--- src/rtl/arith_pkg.sv ---
// ============================================================================
// Module   : arith_pkg
// Brief    : Shared widths, FSM state type and frame parity helper for the
//            arithmetic result serializer.
// Revision : 1.0 - initial release
// ============================================================================
`default_nettype none

package arith_pkg;

    localparam int FRAME_W = 8;
    localparam int RES_W   = 6;

    typedef enum logic [0:0] {
        IDLE  = 1'b0,
        SHIFT = 1'b1
    } state_e;

    // Even parity bit over {mode, data}: makes the full frame carry an even count of ones.
    function automatic logic parity_of(input logic [RES_W:0] word);
        return ^word;
    endfunction

endpackage

`default_nettype wire

--- src/rtl/result_fifo.sv ---
// ============================================================================
// Module   : result_fifo
// Brief    : Synchronous FIFO with occupancy count; head word is read
//            combinationally so a pop can consume it in the same cycle.
// Revision : 1.0 - initial release
// ============================================================================
`default_nettype none

module result_fifo #(
    parameter int DEPTH = 4,
    parameter int WIDTH = 7,
    parameter int CNT_W = 3
) (
    input  logic             clk,
    input  logic             rst_n,
    input  logic             push,
    input  logic             pop,
    input  logic [WIDTH-1:0] wr_data,
    output logic [WIDTH-1:0] rd_data,
    output logic [CNT_W-1:0] count,
    output logic             full,
    output logic             empty
);

    localparam int PTR_W = (DEPTH > 1) ? $clog2(DEPTH) : 1;

    logic [WIDTH-1:0] mem_q [DEPTH];
    logic [WIDTH-1:0] mem_d [DEPTH];
    logic [PTR_W-1:0] wr_ptr_q, wr_ptr_d;
    logic [PTR_W-1:0] rd_ptr_q, rd_ptr_d;
    logic [CNT_W-1:0] count_q, count_d;
    logic             do_push;
    logic             do_pop;

    assign full    = (count_q == CNT_W'(DEPTH));
    assign empty   = (count_q == '0);
    assign count   = count_q;
    assign rd_data = mem_q[rd_ptr_q];

    // Pointers wrap naturally because DEPTH is a power of two.
    always_comb begin
        do_push  = push && !full;
        do_pop   = pop && !empty;
        mem_d    = mem_q;
        wr_ptr_d = wr_ptr_q;
        rd_ptr_d = rd_ptr_q;
        count_d  = count_q;
        if (do_push) begin
            mem_d[wr_ptr_q] = wr_data;
            wr_ptr_d        = wr_ptr_q + PTR_W'(1);
        end
        if (do_pop) begin
            rd_ptr_d = rd_ptr_q + PTR_W'(1);
        end
        case ({do_push, do_pop})
            2'b10:   count_d = count_q + CNT_W'(1);
            2'b01:   count_d = count_q - CNT_W'(1);
            default: count_d = count_q;
        endcase
    end

    always_ff @(posedge clk) begin
        if (!rst_n) begin
            wr_ptr_q <= '0;
            rd_ptr_q <= '0;
            count_q  <= '0;
        end else begin
            wr_ptr_q <= wr_ptr_d;
            rd_ptr_q <= rd_ptr_d;
            count_q  <= count_d;
        end
    end

    always_ff @(posedge clk) begin
        mem_q <= mem_d;
    end

endmodule

`default_nettype wire

--- src/rtl/arith_result_serializer.sv ---
// ============================================================================
// Module   : arith_result_serializer
// Brief    : Buffers mode-tagged adder/multiplier results and emits each as an
//            8-bit MSB-first even-parity serial frame with a frame strobe.
// Revision : 1.0 - initial release
// ============================================================================
`default_nettype none

module arith_result_serializer
    import arith_pkg::*;
#(
    parameter int DEPTH   = 4,
    parameter int BIT_DIV = 4,
    parameter int CNT_W   = 3
) (
    input  logic             clk,
    input  logic             rst_n,
    input  logic             res_valid,
    input  logic             res_mode,
    input  logic [RES_W-1:0] res_data,
    output logic             res_ready,
    output logic             ser_data,
    output logic             ser_frame,
    output logic             busy,
    output logic [CNT_W-1:0] fifo_count,
    output logic             drop,
    input  logic             drop_clr
);

    localparam int                   DIV_W     = (BIT_DIV > 1) ? $clog2(BIT_DIV) : 1;
    localparam int                   BIT_CNT_W = $clog2(FRAME_W);
    localparam logic [DIV_W-1:0]     DIV_LAST  = DIV_W'(BIT_DIV - 1);
    localparam logic [BIT_CNT_W-1:0] BIT_LAST  = BIT_CNT_W'(FRAME_W - 1);

    state_e               state_q, state_d;
    logic [FRAME_W-1:0]   shreg_q, shreg_d;
    logic [BIT_CNT_W-1:0] bit_q, bit_d;
    logic [DIV_W-1:0]     div_q, div_d;
    logic                 drop_q, drop_d;

    logic                 fifo_push;
    logic                 fifo_pop;
    logic                 fifo_full;
    logic                 fifo_empty;
    logic [RES_W:0]       fifo_rd_data;

    result_fifo #(
        .DEPTH (DEPTH),
        .WIDTH (RES_W + 1),
        .CNT_W (CNT_W)
    ) u_fifo (
        .clk     (clk),
        .rst_n   (rst_n),
        .push    (fifo_push),
        .pop     (fifo_pop),
        .wr_data ({res_mode, res_data}),
        .rd_data (fifo_rd_data),
        .count   (fifo_count),
        .full    (fifo_full),
        .empty   (fifo_empty)
    );

    assign res_ready = !fifo_full;
    assign fifo_push = res_valid && res_ready;
    assign drop      = drop_q;

    always_ff @(posedge clk) begin
        if (!rst_n) begin
            state_q <= IDLE;
            shreg_q <= '0;
            bit_q   <= '0;
            div_q   <= '0;
            drop_q  <= 1'b0;
        end else begin
            state_q <= state_d;
            shreg_q <= shreg_d;
            bit_q   <= bit_d;
            div_q   <= div_d;
            drop_q  <= drop_d;
        end
    end

    // A refused push outranks a simultaneous clear so no overflow goes unreported.
    always_comb begin
        drop_d   = (res_valid && !res_ready) ? 1'b1 : (drop_clr ? 1'b0 : drop_q);
        state_d  = state_q;
        shreg_d  = shreg_q;
        bit_d    = bit_q;
        div_d    = div_q;
        fifo_pop = 1'b0;
        case (state_q)
            IDLE: begin
                if (!fifo_empty) begin
                    fifo_pop = 1'b1;
                    shreg_d  = {fifo_rd_data, parity_of(fifo_rd_data)};
                    bit_d    = '0;
                    div_d    = '0;
                    state_d  = SHIFT;
                end
            end
            SHIFT: begin
                if (div_q == DIV_LAST) begin
                    div_d   = '0;
                    shreg_d = {shreg_q[FRAME_W-2:0], 1'b0};
                    bit_d   = bit_q + BIT_CNT_W'(1);
                    if (bit_q == BIT_LAST) begin
                        state_d = IDLE;
                    end
                end else begin
                    div_d = div_q + DIV_W'(1);
                end
            end
            default: state_d = IDLE;
        endcase
    end

    always_comb begin
        ser_frame = (state_q == SHIFT);
        ser_data  = (state_q == SHIFT) ? shreg_q[FRAME_W-1] : 1'b0;
        busy      = (state_q == SHIFT) || !fifo_empty;
    end

endmodule

`default_nettype wire

--- config.mk ---
export PLATFORM = sky130hd
export DESIGN_NAME = arith_result_serializer
export DESIGN_NICKNAME = d
export VERILOG_FILES = /design/src/rtl/arith_pkg.sv /design/src/rtl/result_fifo.sv /design/src/rtl/arith_result_serializer.sv
export SDC_FILE = /design/constraint.sdc
export NUM_CORES = 1
export LEC_CHECK = 0
export CORE_AREA = 2 2 71 73
export DETAILED_ROUTE_END_ITERATION = 6
export DIE_AREA = 0 0 73 75
export HOLD_SLACK_MARGIN = 0.12
export PLACE_DENSITY = 0.65
export SLEW_MARGIN = 20
export SYNTH_ARGS = -nofsm -noshare
export SYNTH_HDL_FRONTEND = slang
export SYNTH_SLANG_ARGS = --single-unit
--- constraint.sdc ---
create_clock -name clk -period 5.2 [get_ports clk]
set_input_delay 1.04 -clock clk [delete_from_list [all_inputs] [get_ports clk]]
set_output_delay 1.04 -clock clk [all_outputs]
set_load 0.02 [all_outputs]
==> metrics.yaml, run 1 <==
run_status:
  status: "finished, final reports clean"
floorplan:
  dieArea_um2: 5480
  core_area_um2: 4660
  std_cell_rows: 25
  initial_core_util_pct: 47.1
  pin_count: 19
  die_h_um: 75
  die_x_um: 73
logic_synthesis:
  synth_area_um2: 2200
  avgSynthCellArea_um2: 13.1
  ys.flop_type: "edfxtp_1"
  synth_edf_count: 28
  synth-seq-cells: 50
  ys_types: 34
  yosysWarnings: 0
  yosysTopAreaCell: "edfxtp_1"
  synth_top_area_share_pct: 38.3
  async_flop_share_pct: 0
  synth_cells: 168
  yosys-top-cells-area: "edfxtp_1 (38%), dfxtp_1 (20%), mux4_1 (4.8%), ha_1 (4.6%), nand3_1 (3.2%)"
  synth_nets: 188
  ys_seq_area_share_pct: 58.3
global_routing:
  grt_usage_pct: 15.0
  grt_pass1_vias: 1313
  grt_max_degree: 24
  grt_pass1_wl_um: 6130
  antenna_found_initial: 0
  overflow: 0
worst_setup_path:
  crit_arrival_ns: 1.98
  crit_chain: "nor4_1 -> inv_1 -> clkdlybuf4s50_1"
  cpMaxStageDelayCell: "clkdlybuf4s50_1"
  critPathMaxStageDelay_ns: 0.55
  crit_required_ns: 4.16
  crit_fanout: 20
  critPathTopFamily: "buffers and inverters"
  critPathBufInv: 2
  crit_path_end_kind: "output pin"
  cp-start-kind: "flip-flop"
  reg2reg_slack_ns: 2.73
  crit_type: "reg2out"
placement:
  gp_congestion: 0.777
  io_buffer_count: 18
  pre_cts_ws_ns: 2.11
  dp_hpwl_um: 2600
clocking:
  htreeDepth: 2
  postCtsSetupBuffers: 0
  cts_resized: 0
  clk_pin_slew_ns: 0.09
  cts.sink_count: 50
  cts-root-buf: "clkbuf_8"
  worstSkewPairLatency_ns: 0.30
  cts_buffer_depth: 2
  numCtsBuffers: 5
  cts_hold_buffers: 0
  tritoncts: "built"
layout:
  fillers: 388
  n_antenna_cell: 0
  final_core_util_pct: 53.9
  nNetsFinal: 204
  area_delta_synth_final_pct: 14.4
  drive_gt1_share_pct: 6.49
detailed_routing:
  wire_per_inst_um: 15.7
  vias: 1301
  avgViaCountPerCell: 5.44
  wirelength_um: 3750
  first_iter_violations: 105
  dr.pass1.iters: 5
  ant_nets: 0
  drc: 0
timing:
  finalCritPeriodShare_pct: 58.0
  fmax_ghz: 0.332
  slew_headroom_pct: 51.4
  drv_slew: 0
  finalSetupTns_ns: 0
  tightest_slew_ns: 0.727
  rsz0062_at_grt: "false"
  setup_viol: 0
  skew_ns: 0.00701
  hold_viol: 0
  period_needed_ns: 3.02
  setup_slack_ns: 2.18
power:
  combPwrFrac_pct: 38.9
  swShare_pct: 33.1
  seq_power_share_pct: 41.5
  pwr-share-clk_pct: 19.6
  leakage_nw: 0.988
  peakVddDrop_uv: 213
  power_switching_w: 0.000456
  power_density_nw_per_um2: 548
  p_int_w: 0.000921
run:
  drv_cap: 0
min_path:
  hold_class: "reg2reg"
[per-layer routing]
metal  part of all wire (%)  wire [µm]  GRT usage (%)
met1                     44       1660           17.8
met2                     53       1970           26.3
met3                    2.1         80           4.02
met4                   0.83         31           5.56
met5                      0          0              0
[cells in the final DEF (no fill, tap or decap), drive strengths merged]
| cell type | Yosys | routed |
|---|---|---|
| edfxtp | 28 | 28 |
| dfxtp | 22 | 22 |
| clkdlybuf4s50 | 0 | 18 |
| nand2 | 17 | 17 |
| nand3 | 14 | 14 |
| inv | 11 | 11 |
| and2 | 9 | 9 |
| ha | 8 | 8 |
| o211a | 7 | 7 |
| mux4 | 7 | 7 |
| clkbuf | 8 | 6 |
| and3 | 5 | 5 |
| a21boi | 4 | 4 |
| xnor2 | 4 | 4 |
| o21ai | 4 | 4 |
| xor2 | 3 | 3 |
| xnor3 | 2 | 2 |
| nor4 | 1 | 1 |
| nor3 | 1 | 1 |
| or2 | 1 | 1 |
| or3b | 1 | 1 |
| a22oi | 1 | 1 |
| nor2b | 1 | 1 |
| o22ai | 1 | 1 |
| or3 | 1 | 1 |
| nor3b | 1 | 1 |
| nand4 | 1 | 1 |
| mux2i | 1 | 1 |
| nor2 | 1 | 1 |
| o221a | 1 | 1 |
| fa | 1 | 1 |
| clkinvlp | 0 | 1 |
| bufinv | 0 | 1 |
[flip-flops by register name (all words and copies together), names as in the netlist]
register         count
shreg_q              8
u_fifo.mem_q        28
ser_frame            1
u_fifo.wr_ptr_q      2
u_fifo.rd_ptr_q      2
drop                 1
div_q                2
bit_q                3
u_fifo.count         3
[power groups by stage]
stage | Sequential (W) | Combinational [W] | Clock (W)
floorplan | 0.000550 | 0.000435 | 0
global placement | 0.000574 | 0.000518 | 0
detailed placement | 0.000582 | 0.000537 | 0
CTS | 0.000572 | 0.000542 | 0.000278
global route | 0.000585 | 0.000588 | 0.000292
finish | 0.000572 | 0.000535 | 0.000270
[worst paths after layout]
| check | cells after the start | endpoint | startpoint |
|---|---|---|---|
| setup / recovery | 3 | busy | ser_frame |
| hold / removal | 2 | bit_q[1] | bit_q[1] |
| setup reg to reg | 9 | u_fifo.count[2] | u_fifo.count[2] |
| hold reg to reg | 2 | bit_q[1] | bit_q[1] |
[layout make-up]
class                           instances  area (µm²)  area share (%)
Sequential cell                        50        1280            51.0
Multi-Input combinational cell         98         832            33.1
Timing Repair Buffer                   18         180            7.17
Clock buffer                            6        72.6            2.89
Tap cell                               54        67.6            2.69
Inverter                               11        41.3            1.64
Clock inverter                          2        37.5            1.49
[per-stage QoR]
stage	instances	hold WS, ns	total power [W]	cell area [µm²]
after floorplan	168	0.440	0.000985	2200
after global placement	231	0.456	0.00109	2400
after detailed placement	231	0.476	0.00112	2400
after CTS	239	0.489	0.00139	2510
after global routing	239	0.521	0.00146	2510
final	239	0.481	0.00138	2510
[logic make-up after synthesis]
kind of cell	synth area share, %
multiplexers	8.32
adder cells (fa/ha/maj)	5.47
AND/OR/NAND/NOR	12.7
buffers and inverters	3.76
XOR/XNOR	4.84
AO/OA/AOI/OAI	6.61
flip-flops	58.3
[cells in the mapped netlist, drive strengths merged (5+ instances only)]
cell and n:
and2 9, and3 5, clkbuf 8, dfxtp 22
edfxtp 28, ha 8, inv 11, mux4 7
nand2 17, nand3 14, o211a 7
[tightest hold or removal path, cell delays in order (launching register included)]
cell and delay [ns]:
dfxtp_1 0.32, nand3_1 0.06, a21boi_1 0.05
Power figures use the tool's default switching activity.
==> inputs of run 2 (changes only) <==
--- a/config.mk
+++ b/config.mk
@@ -9,7 +9,7 @@
 export DETAILED_ROUTE_END_ITERATION = 6
 export DIE_AREA = 0 0 73 75
 export HOLD_SLACK_MARGIN = 0.12
-export PLACE_DENSITY = 0.65
+export PLACE_DENSITY = 0.67
 export SLEW_MARGIN = 20
 export SYNTH_ARGS = -nofsm -noshare
 export SYNTH_HDL_FRONTEND = slang
==> constraint.sdc (replaced) <==
create_clock -name clk -period 2.4 [get_ports clk]
set_input_delay 0.48 -clock clk [delete_from_list [all_inputs] [get_ports clk]]
set_output_delay 0.48 -clock clk [all_outputs]
set_load 0.02 [all_outputs]
==> metrics.yaml, run 2 (synthesis gave the netlist of run 1 again) <==
run_status:
  status: "finished, final reports clean"
detailed_routing:
  first_iter_violations: 85  # -19%
  vias: 1324  # +1.8%
  wirelength_um: 3670  # -2.1%
  wire_per_inst_um: 15.0  # -4.5%
  ant_nets: 0  # unchanged
  dr.pass1.iters: 4  # -1
  avgViaCountPerCell: 5.40  # -0.72%
  drc: 0  # unchanged
layout:
  final_core_util_pct: 55.0  # +1.1 points
  nNetsFinal: 210  # +2.9%
  instances_no_fill: 245  # +2.5%
  largest_reg_flops: 28  # unchanged
  regMostFlops: "u_fifo.mem_q"
  n_antenna_cell: 0  # unchanged
  drive_gt1_share_pct: 11.5  # +5.0 points
  reg_top3: "u_fifo.mem_q (28), shreg_q (8)"
  final_common_cell: "edfxtp_1"
  layout_common_cells: "edfxtp_1 (28), dfxtp_1 (19), clkdlybuf4s50_1 (18)"
  area_delta_synth_final_pct: 16.8
clocking:
  cts.sink_count: 50  # unchanged
  htreeDepth: 2  # unchanged
  cts_resized: 0  # unchanged
  cts_hold_buffers: 0  # unchanged
  tritoncts: "built"
  worstSkewPairLatency_ns: 0.31  # about the same
  clk_pin_slew_ns: 0.09  # about the same
  numCtsBuffers: 5  # unchanged
  postCtsSetupBuffers: 0  # unchanged
  cts-root-buf: "clkbuf_8"
  cts_buffer_depth: 2  # unchanged
worst_setup_path:
  crit_path_end_kind: "output pin"
  crit_arrival_ns: 1.83  # -0.15 ns
  cp-start-kind: "flip-flop"
  cpMaxStageDelayCell: "clkdlybuf4s50_1"
  critPathMaxStageDelay_ns: 0.56  # about the same
  crit_fanout: 6  # -70%
  crit_chain: "nor4_1 -> inv_1 -> clkdlybuf4s50_1"
  crit_type: "reg2out"
  crit_required_ns: 1.92  # -2.24 ns
global_routing:
  grt_pass1_vias: 1395  # +6.2%
  grt_usage_pct: 15.2  # +0.15 points
  overflow: 0  # unchanged
  grt_max_degree: 24  # unchanged
  grt_pass1_wl_um: 6150  # +0.33%
  antenna_found_initial: 0  # unchanged
floorplan:
  die_x_um: 73  # unchanged
  initial_core_util_pct: 47.1  # unchanged
  pin_count: 19  # unchanged
  std_cell_rows: 25  # unchanged
  die_h_um: 75  # unchanged
  core_area_um2: 4660  # unchanged
  dieArea_um2: 5480  # unchanged
timing:
  setup_slack_ns: 0.0903  # -2.09 ns
  tightest_slew_ns: 0.727  # +0.000915 ns
  setup_viol: 0  # unchanged
  period_needed_ns: 2.31
  finalCritPeriodShare_pct: 96.2
  skew_ns: 0.00853  # +0.00152 ns
  hold_viol: 0  # unchanged
  fmax_ghz: 0.433
  drv_slew: 0  # unchanged
  rsz0062_at_grt: "false"
  slew_headroom_pct: 51.2  # -0.23 points
power:
  power_density_nw_per_um2: 1190  # +120%
  finalPower_w: 0.00306  # +120%
  peakVddDrop_uv: 484  # +130%
  leakage_nw: 1.02  # +2.9%
min_path:
  hold_class: "reg2reg"
placement:
  dp_hpwl_um: 2650  # +1.9%
  dp.cells: 237  # +2.6%
  gp_congestion: 0.767  # -1.2%
  pre_cts_ws_ns: -0.00156  # -2.11 ns
  io_buffer_count: 18  # unchanged
run:
  drv_cap: 0  # unchanged
## run 2: area by class of cell
cell class	instances	area [µm²]
timing repair buffer	24	225
sequential	50	1280
clock buffer	5	68.8
tap	54	67.6
clock inverter	3	45.0
fill	388	2100
multi-input combinational	98	832
inverter	11	41.3
## run 2: critical path, delay by kind of cell (launching register included)
family | cells | cell delay, ns
buf+inv | 2 | 0.67
flops | 1 | 0.35
simple gates | 1 | 0.50
## run 2: report_power, final
group / switching (W) / internal (W) / total [W] / leakage, nW
clock network: 0.000281 / 0.000310 / 0.000591 / 0.0504
registers: 0.000125 / 0.00107 / 0.00120 / 0.439
logic: 0.000609 / 0.000664 / 0.00127 / 0.528
total: 0.00101 / 0.00205 / 0.00306 / 1.02
## run 2: worst paths after layout
kind / start / endpoint / slack, ns / depth (start not counted)
worst max register to register: u_fifo.count[1] / u_fifo.count[2] / 0.12 / 9
worst max-delay path: u_fifo.count[1] / busy / 0.09 / 3
worst min-delay path: shreg_q[0] / shreg_q[0] / 0.47 / 2
worst min register to register: shreg_q[0] / shreg_q[0] / 0.47 / 2
## run 2: routing by layer
layer | up-vias | track usage [%] | share of wire (%)
met5 | - | 0 | 0
met4 | 0 | 8.85 | 1.7
met3 | 7 | 4.55 | 3.2
met2 | 19 | 25.6 | 51
met1 | 649 | 17.2 | 44
li1 | 649 | - | -
## run 2: per-stage QoR
| stage | setup TNS [ns] | cell area, µm² | hold WS [ns] |
|---|---|---|---|
| 6_report | 0 | 2560 | 0.468 |
| 5_1_grt | 0 | 2560 | 0.503 |
| 4_1_cts | 0 | 2560 | 0.471 |
| 3_5_place_dp | -0.00156 | 2450 | 0.459 |
| 3_3_place_gp | 0 | 2450 | 0.456 |
| 2_1_floorplan | 0 | 2200 | 0.440 |
